<file path="config.mk">
export PLATFORM = sky130hd
export DESIGN_NAME = key_press_emulator
export DESIGN_NICKNAME = d
export VERILOG_FILES = /design/src/rtl/key_press_emulator.sv
export SDC_FILE = /design/constraint.sdc
export NUM_CORES = 1
export LEC_CHECK = 0
export CORE_ASPECT_RATIO = 0.7
export CORE_MARGIN = 3
export CORE_UTILIZATION = 40
export DETAILED_ROUTE_END_ITERATION = 12
export GPL_TIMING_DRIVEN = 1
export REMOVE_ABC_BUFFERS = 1
export SYNTH_ARGS = -nofsm -noshare
export SYNTH_HDL_FRONTEND = slang
export SYNTH_SLANG_ARGS = --single-unit
</file>
<file path="constraint.sdc">
create_clock -name clk -period 2.2 [get_ports clk]
set_clock_uncertainty 0.05 [all_clocks]
set_input_delay 0.33 -clock clk [delete_from_list [all_inputs] [get_ports clk]]
set_output_delay 0.33 -clock clk [all_outputs]
set_load 0.02 [all_outputs]
</file>
<file path="src/rtl/key_press_emulator.sv">
// Emulated active-low mechanical key: press bounce, clean hold, release bounce.
// Bounce segment lengths come from a free-running 16-bit Galois LFSR.
module key_press_emulator #(
    parameter int          HOLD_W       = 20,
    parameter int          BOUNCE_EDGES = 6,
    parameter int          BOUNCE_W     = 8,
    parameter int          GAP_CYCLES   = 1000,
    parameter logic [15:0] LFSR_SEED    = 16'hACE1
) (
    input  logic              clk,
    input  logic              rst,
    input  logic              start,
    input  logic [HOLD_W-1:0] hold_len,
    input  logic              bounce_en,
    output logic              key_out,
    output logic              pressed,
    output logic              busy,
    output logic              done
);

    localparam int SW = BOUNCE_W + 1;
    localparam int EW = $clog2(BOUNCE_EDGES + 1);
    localparam int GW = $clog2(GAP_CYCLES + 1);
    localparam logic [EW-1:0] LAST_EDGE = EW'(BOUNCE_EDGES - 1);
    localparam logic [GW-1:0] GAP_LOAD  = GW'(GAP_CYCLES);

    typedef enum logic [2:0] {
        IDLE,
        P_BNC,
        HOLD,
        R_BNC,
        GAP
    } state_t;

    state_t            state, state_n;
    logic [15:0]       lfsr, lfsr_n;
    logic [HOLD_W-1:0] hold_r, hold_r_n;
    logic              bnc_r, bnc_r_n;
    logic [HOLD_W-1:0] hold_cnt, hold_cnt_n;
    logic [SW-1:0]     seg_cnt, seg_cnt_n;
    logic [EW-1:0]     edge_cnt, edge_cnt_n;
    logic [GW-1:0]     gap_cnt, gap_cnt_n;
    logic              key_n, pressed_n, busy_n, done_n;

    logic [SW-1:0]     seg_load;
    logic [HOLD_W-1:0] hold_eff;

    assign seg_load = {1'b0, lfsr[BOUNCE_W-1:0]} + SW'(1);
    assign hold_eff = (hold_len == '0) ? HOLD_W'(1) : hold_len;
    assign lfsr_n   = lfsr[0] ? ((lfsr >> 1) ^ 16'hB400) : (lfsr >> 1);

    // State, counters, LFSR and registered outputs
    always_ff @(posedge clk) begin
        if (rst) begin
            state    <= IDLE;
            lfsr     <= LFSR_SEED;
            hold_r   <= '0;
            bnc_r    <= 1'b0;
            hold_cnt <= '0;
            seg_cnt  <= '0;
            edge_cnt <= '0;
            gap_cnt  <= '0;
            key_out  <= 1'b1;
            pressed  <= 1'b0;
            busy     <= 1'b0;
            done     <= 1'b0;
        end else begin
            state    <= state_n;
            lfsr     <= lfsr_n;
            hold_r   <= hold_r_n;
            bnc_r    <= bnc_r_n;
            hold_cnt <= hold_cnt_n;
            seg_cnt  <= seg_cnt_n;
            edge_cnt <= edge_cnt_n;
            gap_cnt  <= gap_cnt_n;
            key_out  <= key_n;
            pressed  <= pressed_n;
            busy     <= busy_n;
            done     <= done_n;
        end
    end

    // Next-state and next-output decode; each counter holds at its terminal
    always_comb begin
        state_n    = state;
        hold_r_n   = hold_r;
        bnc_r_n    = bnc_r;
        hold_cnt_n = hold_cnt;
        seg_cnt_n  = seg_cnt;
        edge_cnt_n = edge_cnt;
        gap_cnt_n  = gap_cnt;
        key_n      = key_out;
        pressed_n  = pressed;
        busy_n     = busy;
        done_n     = 1'b0;
        unique case (state)
            IDLE: begin
                key_n     = 1'b1;
                pressed_n = 1'b0;
                busy_n    = 1'b0;
                if (start) begin
                    hold_r_n  = hold_eff;
                    bnc_r_n   = bounce_en;
                    key_n     = 1'b0;
                    pressed_n = 1'b1;
                    busy_n    = 1'b1;
                    if (bounce_en) begin
                        state_n    = P_BNC;
                        seg_cnt_n  = seg_load;
                        edge_cnt_n = '0;
                    end else begin
                        state_n    = HOLD;
                        hold_cnt_n = hold_eff;
                    end
                end
            end
            P_BNC: begin
                if (seg_cnt <= SW'(1)) begin
                    key_n      = ~key_out;
                    edge_cnt_n = edge_cnt + EW'(1);
                    seg_cnt_n  = seg_load;
                    if (edge_cnt == LAST_EDGE) begin
                        state_n    = HOLD;
                        key_n      = 1'b0;
                        hold_cnt_n = hold_r;
                    end
                end else begin
                    seg_cnt_n = seg_cnt - SW'(1);
                end
            end
            HOLD: begin
                if (hold_cnt <= HOLD_W'(1)) begin
                    key_n     = 1'b1;
                    pressed_n = 1'b0;
                    if (bnc_r) begin
                        state_n    = R_BNC;
                        seg_cnt_n  = seg_load;
                        edge_cnt_n = '0;
                    end else begin
                        state_n   = GAP;
                        gap_cnt_n = GAP_LOAD;
                    end
                end else begin
                    hold_cnt_n = hold_cnt - HOLD_W'(1);
                end
            end
            R_BNC: begin
                if (seg_cnt <= SW'(1)) begin
                    key_n      = ~key_out;
                    edge_cnt_n = edge_cnt + EW'(1);
                    seg_cnt_n  = seg_load;
                    if (edge_cnt == LAST_EDGE) begin
                        state_n   = GAP;
                        key_n     = 1'b1;
                        gap_cnt_n = GAP_LOAD;
                    end
                end else begin
                    seg_cnt_n = seg_cnt - SW'(1);
                end
            end
            GAP: begin
                key_n = 1'b1;
                if (gap_cnt <= GW'(1)) begin
                    state_n = IDLE;
                    done_n  = 1'b1;
                    busy_n  = 1'b0;
                end else begin
                    gap_cnt_n = gap_cnt - GW'(1);
                end
            end
            default: begin
                state_n = IDLE;
                key_n   = 1'b1;
            end
        endcase
    end

endmodule

</file>
Word-level counts from Yosys, hierarchy flattened
Index checks and enable logic that the tools add are counted.
{"block": "totals", "regBits": 86, "latch_bits": 0, "ramBits": 0, "romBits": 0, "in_bits": 24, "output_inout_bits": 4, "wordCells": 109, "mem_count": 0}
{"block": "op_classes", "n_addsub": 5, "mul": 0, "n_div": 0, "magnitude_cmp": 3, "n_eq_ne": 19, "shifts": 0, "muxes": 49, "n_bitwise": 3, "reduce_logical": 18}
{"cell": "$mux W20", "n": 6}
{"cell": "$pmux W20 S3", "n": 1}
{"cell": "$mux W10", "n": 5}
{"cell": "$mux W9", "n": 5}
{"cell": "$mux W3", "n": 13}
{"cell": "$pmux W10 S3", "n": 1}
{"cell": "$pmux W9 S3", "n": 1}
{"cell": "$ne A2 B2 Y1 const B", "n": 13}
{"cell": "$le A20 B1 Y1 const B", "n": 1}
{"cell": "$logic_not A20 Y1", "n": 1}
{"cell": "$sub A20 B1 Y20 const B", "n": 1}
{"cell": "$reduce_and A6 Y1", "n": 3}
{"cell": "$mux W16", "n": 1}
{"cell": "$pmux W3 S5", "n": 1}
{"cell": "$le A10 B1 Y1 const B", "n": 1}
{"cell": "$mux W1", "n": 10}
{"cell": "$sub A10 B1 Y10 const B", "n": 1}
{"cell": "$add A8 B1 Y9 const B", "n": 1}
{"cell": "$le A9 B1 Y1 const B", "n": 1}
{"cell": "$pmux W3 S3", "n": 1}
{"cell": "$reduce_bool A3 Y1", "n": 3}
{"cell": "$sub A9 B1 Y9 const B", "n": 1}
{"cell": "$reduce_and A7 Y1", "n": 1}
{"cell": "$eq A3 B2 Y1 const B", "n": 2}
{"cell": "15 further kinds", "n": 22}

Logic depth before layout (Yosys ltp)
{"block": "logic_depth", "ltp_word": 5, "mapped_depth": 9, "ltp_nobuf": 7}

Worst setup path before layout
No wires, ideal clock.
{"block": "synth_timing", "kind": "register to register", "from": "register hold_cnt[4]", "to": "register seg_cnt[0]", "setup_time_ns": 0.122, "arrival_time_ns": 1.827, "required_time_ns": 2.028, "setup_slack_ns": 0.201, "stages_incl_launch_ff": 9, "n_path_buf": 3, "synth_period_minus_slack_ns": 1.999, "cell_sequence": "dfxtp_1 -> buf_6 -> nor4_4 -> and3_1 -> buf_6 -> a31o_1 -> buf_6 -> nand2_1 -> o311a_1"}
{"block": "synth_between", "elab_chain_len": 3}
{"element": "start, declared", "line_no": "39", "text": "logic [HOLD_W-1:0] hold_cnt, hold_cnt_n;"}
{"element": "start signal, assigned", "line_no": "72", "text": "hold_cnt <= hold_cnt_n;"}
{"element": "$le A20 B1 Y1", "line_no": "132", "text": "if (hold_cnt <= HOLD_W'(1)) begin"}
{"element": "$ne A2 B2 Y1 (no source line)"}
{"element": "$reduce_and A5 Y1 (no source line)"}
{"element": "end signal, assigned", "line_no": "73", "text": "seg_cnt <= seg_cnt_n;"}
{"element": "end, declared", "line_no": "40", "text": "logic [SW-1:0] seg_cnt, seg_cnt_n;"}
Every way passes these cells.
A chain may end at the register's enable or synchronous reset.

Worst setup path after layout
{"block": "layout_timing", "from": "register seg_cnt[1]", "to": "register seg_cnt[6]"}
{"block": "layout_between", "elab_chain_len": 3, "word_cells_on_any_way": 4, "classes_between": "add/sub: 1; order compare: 1; mux: 2"}
{"element": "$sub A9 B1 Y9 or $le A9 B1 Y1 (tied branches)"}
{"element": "$mux W9 *", "line_no": "118, 148"}
{"element": "$pmux W9 S3 *", "line_no": "96", "text": "unique case (state)"}
Every way passes the cells marked *; elsewhere a longest branch is shown, timed or not.

==> results.md <==
- Dpl cells: 804
- I/O Buffers: 27
- Die area: 13,500 µm²
- Pins Over Slew Limit: 0
- PnR worst setup slack: 0.144 ns
- Initial DRC Count: 481
- WS Path Type: flop to flop
- Initial Util: 0.425
- DIE HEIGHT: 98.1 µm
- Power per standard cell area: 1560 nW/µm²
- DP Wirelength: 10,300 µm
- Delay-heaviest family, CP: compound AO/OA/AOI/OAI gates
- Skew-Pair Late Insertion Delay: 0.34 ns
- Area grow syn2layout: 22.3%
- Leakage: 2.21 nW
- Clock root buffer: clkbuf_16
- Fin nets: 695
- Hold Vio Cnt, Final: 0
- Vias in the first global route: 4,464
- Synth Instances: 612
- Pwr Total: 0.00924 W
- GPL Wtd Cong: 0.901
- RSZ-0062 raised after global routing: false
- Main area contributors after synthesis: dfxtp_1, a21oi_1, nand2_1, nor2_1, o32ai_1
- Wirelength, routed: 14,500 µm
- Post-detailed-route DRC marker count: 0
- Row Count: 32
- Max VDD drop: 0.608 mV
- Iteration count of the initial detailed-routing pass: 5
- Critical-path cell list: inv_1 -> ha_1 -> o21bai_1 -> a31o_4 -> nor4_1 -> a21oi_1 -> o32ai_1
- Total CTS buffers: 9
- Worst min-delay path class: flop to flop
- Worst setup SP type: flop
- Layout cell share with drive strength beyond 1: 0.157
- CTS tree: built
- Most common cell after layout, fill and taps aside: dfxtp_1
- Post-synth EDFFs: 0
- Buffer count from post-CTS setup fixing: 0
- Largest net degree at the start of global routing: 61
- Tot GR Track Use: 0.216
- Async set or reset register ratio after synthesis: 0
- Status: complete, no violations
- Grt ovf: 0
- #FFs+latches synth: 86
- Yosys top cell area share: 0.355
- Initial antenna violation count: 0
- Signal arrival time at the worst endpoint: 2.24 ns
- Ys flop type: dfxtp_1
- Crit path capture type: flop
- CP max FO: 15
- Critical path buffers and inverters: 1
- CP required: 2.39 ns
- YS warnings: 0
- Crit path time final: 2.06 ns
- Vias: 4,934
- Slowest CP cell: dfxtp_1
- Pre-CTS setup slack: 0.0778 ns
- Fmax: 0.486 GHz
- Relative slew margins: 0.414
- H-Tree Level Count: 3
- IO Count: 28
- Final core utilization: 0.520
- Seq/Total Area, Yosys: 0.355
- Critical Path Max Stage Delay: 0.38 ns
- Avg Inst Size Synth: 7.92 µm²
- Final Non-Filler Cells: 820
- Setup violators final: 0
- CTS sink count: 86
- Worst-Margin Slew: 0.876 ns
- Fillers: 1,075
- Resized Gates After CTS: 0
- Max Cap Violations: 0
- First-pass GRT wire length: 23,500 µm
- Antenna diodes: 0
- Final Cycle Share: 0.935
- Synth cell types: 72
- WHS: 0.357 ns
- Area leader, netlist: dfxtp_1
- Cell Area, Synth: 4850 µm²
- Maximum root-to-sink buffer count: 2
- Commonest cells after routing, fill and taps aside: dfxtp_1, nand2_1, a21oi_1
- Clk slew on worst S/H paths: 0.07 ns
- Die Width: 138 µm
- Core region area: 11,400 µm²
- Remaining antenna violation count after routing: 0
- Wire length per cell: 17.7 µm
- Vias per cell: 6.02
- Hold_buf cts: 0
-- state kept, by name (all words and copies together) (netlist names), 3 cells and up --
register / flops
state: 3
hold_r: 20
edge_cnt: 3
lfsr: 16
gap_cnt: 10
hold_cnt: 20
seg_cnt: 9
-- routing by layer --
metal  wire, µm  track usage  share of wire  up-vias
li1           -            -              -     2378
met1       7450        0.348           0.51     2363
met2       5880        0.290           0.41      184
met3       1060       0.0520          0.073        9
met4         88       0.0368         0.0061        0
met5          0            0              0        -
-- final timing paths --
| kind | cells past startpoint | slack [ns] | startpoint | to |
|---|---|---|---|---|
| max | 7 | 0.14 | seg_cnt[1]$_SDFFE_PP0P_ | seg_cnt[6]$_SDFFE_PP0P_ |
| min | 1 | 0.36 | lfsr[12]$_SDFF_PP0_ | lfsr[11]$_SDFF_PP1_ |
| max reg2reg | 7 | 0.14 | seg_cnt[1]$_SDFFE_PP0P_ | seg_cnt[6]$_SDFFE_PP0P_ |
| min reg2reg | 1 | 0.36 | lfsr[12]$_SDFF_PP0_ | lfsr[11]$_SDFF_PP1_ |
-- synthesized netlist by cell type (all sizes together), types with 3 or more instances --
cell / instances
dfxtp: 86
nand2: 82
a21oi: 73
nor2: 37
clkbuf: 30
nor3: 26
o21ai: 21
a31oi: 20
nand3: 16
nor2b: 16
buf: 15
inv: 15
nor4: 15
o31ai: 15
o32ai: 15
a211oi: 9
ha: 9
xnor2: 8
or2: 7
nor3b: 6
or3: 6
a221oi: 5
a22o: 4
a31o: 4
and2: 4
and3: 4
and4: 4
nand4: 4
o211ai: 4
a21o: 3
nor4bb: 3
o22ai: 3
or4: 3
xor2: 3
-- logic make-up (layout without fill, tap and decap cells) --
family	after synthesis	after routing	share of synthesized area
buffers and inverters	60	115	0.0573
adder cells (fa/ha/maj)	9	9	0.0232
XOR/XNOR	11	11	0.0199
AND/OR/NAND/NOR	243	243	0.262
flip-flops	86	86	0.355
multiplexers	1	1	0.00206
AO/OA/AOI/OAI	202	202	0.280
-- worst reg2reg max path, stage by stage (launching register included) --
cell	delay, ns
dfxtp_1	0.38
inv_1	0.10
ha_1	0.22
o21bai_1	0.26
a31o_4	0.35
nor4_1	0.26
a21oi_1	0.07
o32ai_1	0.26
-- power by group --
| part | internal, W | switching, W |
|---|---|---|
| combinational | 0.00211 | 0.00304 |
| clock | 0.00106 | 0.000631 |
| sequential | 0.00196 | 0.000435 |
| total | 0.00513 | 0.00411 |
-- through the flow --
step,area (µm²),setup TNS [ns]
3_3_place_gp,5560,0
2_1_floorplan,4630,-14.48
6_report,5930,0
3_5_place_dp,5560,0
5_1_grt,5930,0
4_1_cts,5890,0
-- cell type report --
class	instances	area, µm²	share of cell area
clock buffers	11	253	0.0426
clock inverters	5	81.3	0.0137
repair buffers	84	731	0.123
flip-flops and latches	86	1720	0.291
multi-input cells	466	2890	0.488
inverters	15	56.3	0.00950
well taps	153	191	0.0323
(Power assumes the default switching activity.)
